File: config.mk
export PLATFORM = sky130hd
export DESIGN_NAME = alu_ctrl_sequencer
export DESIGN_NICKNAME = d
export VERILOG_FILES = /design/src/rtl/alu_ctrl_sequencer.sv
export SDC_FILE = /design/constraint.sdc
export NUM_CORES = 1
export LEC_CHECK = 0
export CAP_MARGIN = 40
export CORE_MARGIN = 4
export CORE_UTILIZATION = 27
export CTS_CLUSTER_DIAMETER = 80
export DETAILED_ROUTE_END_ITERATION = 8
export PLACE_DENSITY = 0.81
export SETUP_SLACK_MARGIN = 0.15
export SYNTH_ARGS = -nofsm -noshare
export SYNTH_HDL_FRONTEND = slang
export SYNTH_SLANG_ARGS = --single-unit
File: constraint.sdc
create_clock -name clock -period 1.8 [get_ports clock]
set_input_delay 0.18 -clock clock [delete_from_list [all_inputs] [get_ports clock]]
set_output_delay 0.18 -clock clock [all_outputs]
set_load 0.02 [all_outputs]
File: src/rtl/alu_ctrl_sequencer.sv
// ---------------------------------------------------------------------------
// alu_ctrl_sequencer
//
// Moore fetch/decode/execute sequencer for register-register ALU
// instructions. It drives the datapath strobes cycle by cycle and returns
// one-hot register enables decoded from the instruction register.
//
// Optional feature macro: MEM_WAIT_EN
//   defined   : adds the mem_ready input; T1 holds until memory answers.
//   undefined : no mem_ready port; T1 always lasts one cycle.
//
// Parameters
//   NUM_REGS  general register count, width of reg_out/reg_in (<= 16)
//   OPC_W     opcode width, taken from ir[31 -: OPC_W]; also alu_op width
//
// Ports
//   clock      in   rising-edge clock
//   clear      in   asynchronous active-low reset
//   run        in   keep fetching/executing while high (sampled in IDLE/T5)
//   ir         in   instruction register: op, Ra[26:23], Rb[22:19], Rc[18:15]
//   mem_ready  in   memory read complete (MEM_WAIT_EN only)
//   PCout .. Zlowout  out  datapath strobes
//   reg_out    out  one-hot register-to-bus enable
//   reg_in     out  one-hot bus-to-register load
//   alu_op     out  opcode while Zin is high in execute, else 0
//   busy       out  high outside IDLE
//   done       out  one-cycle pulse in T5
//   illegal    out  one-cycle pulse in T3 when the instruction is rejected
// ---------------------------------------------------------------------------
module alu_ctrl_sequencer #(
  parameter int NUM_REGS = 16,
  parameter int OPC_W    = 5
) (
  input  logic                clock,
  input  logic                clear,
  input  logic                run,
  input  logic [31:0]         ir,
`ifdef MEM_WAIT_EN
  input  logic                mem_ready,
`endif
  output logic                PCout,
  output logic                IncPC,
  output logic                MARin,
  output logic                PCin,
  output logic                Read,
  output logic                MDRin,
  output logic                MDRout,
  output logic                IRin,
  output logic                Yin,
  output logic                Zin,
  output logic                Zlowout,
  output logic [NUM_REGS-1:0] reg_out,
  output logic [NUM_REGS-1:0] reg_in,
  output logic [OPC_W-1:0]    alu_op,
  output logic                busy,
  output logic                done,
  output logic                illegal
);

  typedef enum logic [2:0] {
    S_IDLE, S_T0, S_T1, S_T2, S_T3, S_T4, S_T5
  } state_t;

  state_t state_q, state_d;

  localparam logic [4:0] NREGS = 5'(NUM_REGS);

  logic [OPC_W-1:0] op;
  logic [3:0]       ra, rb, rc;
  logic             is_bin, is_un, ra_ok, rb_ok, rc_ok, legal, t1_exit;
  logic             unused_ir;

  assign op        = ir[31 -: OPC_W];
  assign ra        = ir[26:23];
  assign rb        = ir[22:19];
  assign rc        = ir[18:15];
  assign unused_ir = ^ir[14:0];

  assign is_bin = (op >= OPC_W'(3)) && (op <= OPC_W'(10));
  assign is_un  = (op == OPC_W'(14)) || (op == OPC_W'(15));
  assign ra_ok  = {1'b0, ra} < NREGS;
  assign rb_ok  = {1'b0, rb} < NREGS;
  assign rc_ok  = {1'b0, rc} < NREGS;
  // Unary ops never read Rc, so its field is not range-checked for them.
  assign legal  = (is_bin && ra_ok && rb_ok && rc_ok) ||
                  (is_un && ra_ok && rb_ok);

`ifdef MEM_WAIT_EN
  assign t1_exit = mem_ready;
`else
  assign t1_exit = 1'b1;
`endif

  function automatic logic [NUM_REGS-1:0] onehot(input logic [3:0] idx);
    onehot = {{(NUM_REGS-1){1'b0}}, 1'b1} << idx;
  endfunction

  always_comb begin
    state_d = state_q;
    case (state_q)
      S_IDLE:  if (run) state_d = S_T0;
      S_T0:    state_d = S_T1;
      S_T1:    if (t1_exit) state_d = S_T2;
      S_T2:    state_d = S_T3;
      S_T3: begin
        if (!legal)      state_d = S_IDLE;
        else if (is_bin) state_d = S_T4;
        else             state_d = S_T5;
      end
      S_T4:    state_d = S_T5;
      S_T5:    state_d = run ? S_T0 : S_IDLE;
      default: state_d = S_IDLE;
    endcase
  end

  always_ff @(posedge clock or negedge clear) begin
    if (!clear) state_q <= S_IDLE;
    else        state_q <= state_d;
  end

  // Outputs decode from the state register (and ir in T3..T5), so an
  // asynchronous clear forces every output low in the same cycle.
  always_comb begin
    PCout   = 1'b0;
    IncPC   = 1'b0;
    MARin   = 1'b0;
    PCin    = 1'b0;
    Read    = 1'b0;
    MDRin   = 1'b0;
    MDRout  = 1'b0;
    IRin    = 1'b0;
    Yin     = 1'b0;
    Zin     = 1'b0;
    Zlowout = 1'b0;
    reg_out = '0;
    reg_in  = '0;
    alu_op  = '0;
    done    = 1'b0;
    illegal = 1'b0;
    case (state_q)
      S_T0: begin
        PCout = 1'b1;
        IncPC = 1'b1;
        MARin = 1'b1;
        Zin   = 1'b1;
      end
      S_T1: begin
        // Read/MDRin stay up through any wait; the PC update only fires
        // in the cycle the sequencer actually leaves T1.
        Read    = 1'b1;
        MDRin   = 1'b1;
        PCin    = t1_exit;
        Zlowout = t1_exit;
      end
      S_T2: begin
        MDRout = 1'b1;
        IRin   = 1'b1;
      end
      S_T3: begin
        if (!legal) begin
          illegal = 1'b1;
        end else begin
          reg_out = onehot(rb);
          if (is_bin) begin
            Yin = 1'b1;
          end else begin
            Zin    = 1'b1;
            alu_op = op;
          end
        end
      end
      S_T4: begin
        reg_out = onehot(rc);
        Zin     = 1'b1;
        alu_op  = op;
      end
      S_T5: begin
        Zlowout = 1'b1;
        reg_in  = onehot(ra);
        done    = 1'b1;
      end
      default: ;
    endcase
  end

  assign busy = (state_q != S_IDLE);

endmodule

==> results.tsv <==
metric	value	unit
CTS sink cnt	3	
PortBufs	70	
Hold Crit Class	primary input to asynchronous set/reset pin	
initial antenna violation count	0	
htree depth	1	
Overall Global Routing Usage	19.4	%
CTS max path bufs	2	
Layout Utilization	75.5	%
Tcrit/Tclk final	106	%
RSZ-0062 raised after global routing	true	
# IOs	86	
max FFs per register	3	
drt pass-1 iters	5	
Cell variety after synth	34	
cell area after synthesis	722	sq um
failing checks	negative setup slack	
commonest non-fill, non-tap cells in the layout	buf_4, buf_6, clkdlybuf4s50_1	
DRT iter0 DRCs	59	
Hold Slack	0.132	ns
final RePlAce weighted congestion	0.805	
maximum number of pins on one net before global-route repair	8	
PwrDens	770	nW/um^2
Max-cap violations	0	
reg2reg path depth	4	
Hold Vio Cnt, Final	0	
clock buffer count from CTS	3	
CTS Root Cell	clkbuf_4	
commonest non-fill, non-tap cell in the layout	buf_4	
Setup WS post-layout	-0.114	ns
first-pass GRT wire length	5.35	mm
TritonCTS clock tree	built	
top_reg_cell synth	dfrtp_1	
Post-Synthesis Cells	111	
Via Count	1273	
Worst Setup Start Kind	register	
Initial Util	28.6	%
Vias per Instance	5.26	
placed insts	224	
number of synthesized register bits	3	
number of global-route vias before repair	1250	
Critical-path top delay cell	dfrtp_1	
Lkg Pwr	0.000821	uW
status	finished, violations left	
Layout Nets	248	
Crit path required time	1.62	ns
Worst Path Arrival	1.73	ns
register with the most flip-flops	state_q	
WL/cell	15.1	microns
Max Clk Rate	0.523	GHz
total routed wirelength	3.64	mm
WP depth	8	
kind of critical path	register to output port	
sequential-to-total area share from yosys stat	10.4	%
number of enable flip-flop cells after synthesis	0	
Cell Count, Final, Fillers Out	242	
Crit. End Element	output port	
Chip Height	59.7	microns
Final setup viols	15	
die area	3570	sq um
Buf+Inv Stages, Crit Path	4	
worst path cell trace	buf_4 -> nand2_1 -> buf_4 -> nor2_4 -> nand3b_1 -> buf_4 -> nor2_1 -> buf_4	
Clk pin slew, worst setup/hold paths	0.04	ns
most used cell, CP	buf_4	
fraction of layout instances using a drive strength above 1	66.5	%
Design Power	1470	uW
syn avg cell area	6.50	sq um
latest clock arrival within the worst-skew pair	0.24	ns
Max stage delay on crit path	0.37	ns
diode count	0	
Peak VDD IR	0.830	mV
total core area	2520	sq um
Worst Skew	0.00509	ns
critical path peak fanout	5	
gr ovfl total	0	
Detailed Place HPWL	2.72	mm
Worst Tran Pin Value	0.326	ns
yosys warns	0	
syn_nets	146	
Die X	59.7	microns
Post-CTS Hold Buffers	0	
pre-CTS setup slack	-0.809	ns
Crit path max-delay family	buffers and inverters	
Slew HR	78.3	%
residual DRC count	0	
area delta synth->final	164	%
post-route ant nets	0	
# rows	18	
Final Max Tran Viols	0	
Tmin final	1.91	ns
asr flop ratio synth	100	%
Largest regs	state_q: 3 flops	
[stage by stage]
stage          setup TNS, ns  cell area, sq um
6_report              -0.625              1900
5_1_grt                -2.58              1900
3_5_place_dp          -18.75              1590
4_1_cts               -0.442              1760
2_1_floorplan              0               757
3_3_place_gp          -17.30              1590
[kinds of logic (layout without fill, tap and decap cells)]
kind of cell,after synthesis,after routing,synth area share (%)
AO/OA/AOI/OAI,22,22,19.8
buffers and inverters,12,113,10.6
flip-flops,3,3,10.4
AND/OR/NAND/NOR,74,74,59.3
[path summary, 6_finish.rpt]
check,from,endpoint,slack (ns)
min in group clock,run,state_q[0],0.58
worst min-delay path,clear,state_q[2],0.13
worst max register to register,state_q[1],state_q[0],0.19
max in group asynchronous,clear,state_q[0],1.50
worst max-delay path,state_q[1],reg_in[9],-0.11
worst min register to register,state_q[1],state_q[1],0.70
[report_power, final]
group | internal (uW) | switching, uW
clock network | 83.3 | 38.0
logic | 576 | 631
registers | 101 | 36.6
total | 761 | 706
[layout make-up]
type	count	area [sq um]
Timing Repair Buffer	105	906
Multi-Input combinational cell	96	843
Fill cell	197	618
Sequential cell	3	76.3
Tap cell	30	37.5
Clock buffer	4	26.3
Inverter	4	15.0
[Yosys cell counts, drive strengths merged (2+ instances only)]
library cell / number / area (sq um)
nand3b: 4 / 30.0
inv: 4 / 15.0
or4: 2 / 15.0
nand4: 2 / 12.5
nor2b: 2 / 12.5
and3b: 2 / 18.8
nor2: 23 / 86.3
nand2: 7 / 26.3
or2b: 2 / 16.3
nand2b: 6 / 37.5
o22ai: 16 / 100
nor3: 6 / 30.0
or3: 2 / 12.5
dfrtp: 3 / 75.1
a21oi: 2 / 10.0
and2: 5 / 32.5
and4b: 2 / 22.5
nand3: 3 / 15.0
buf: 7 / 47.6
[per-layer routing]
layer  share of wire, %  wire, microns  global-route usage, %
met5                  0              0                      0
met4                1.5             56                   6.96
met3                6.2            225                   1.08
met2                 56           2040                   38.0
met1                 36           1330                   21.5
[timing repair]
item | in CTS | in global routing
endpoints found under the hold margin | 0 | 0
pin swaps | 19 | 11
endpoints found under the setup margin | 52 | 45
buffers inserted | 10 | 4
gates resized for setup | 276 | 53
No activity file was read; power rests on OpenSTA's default activity.
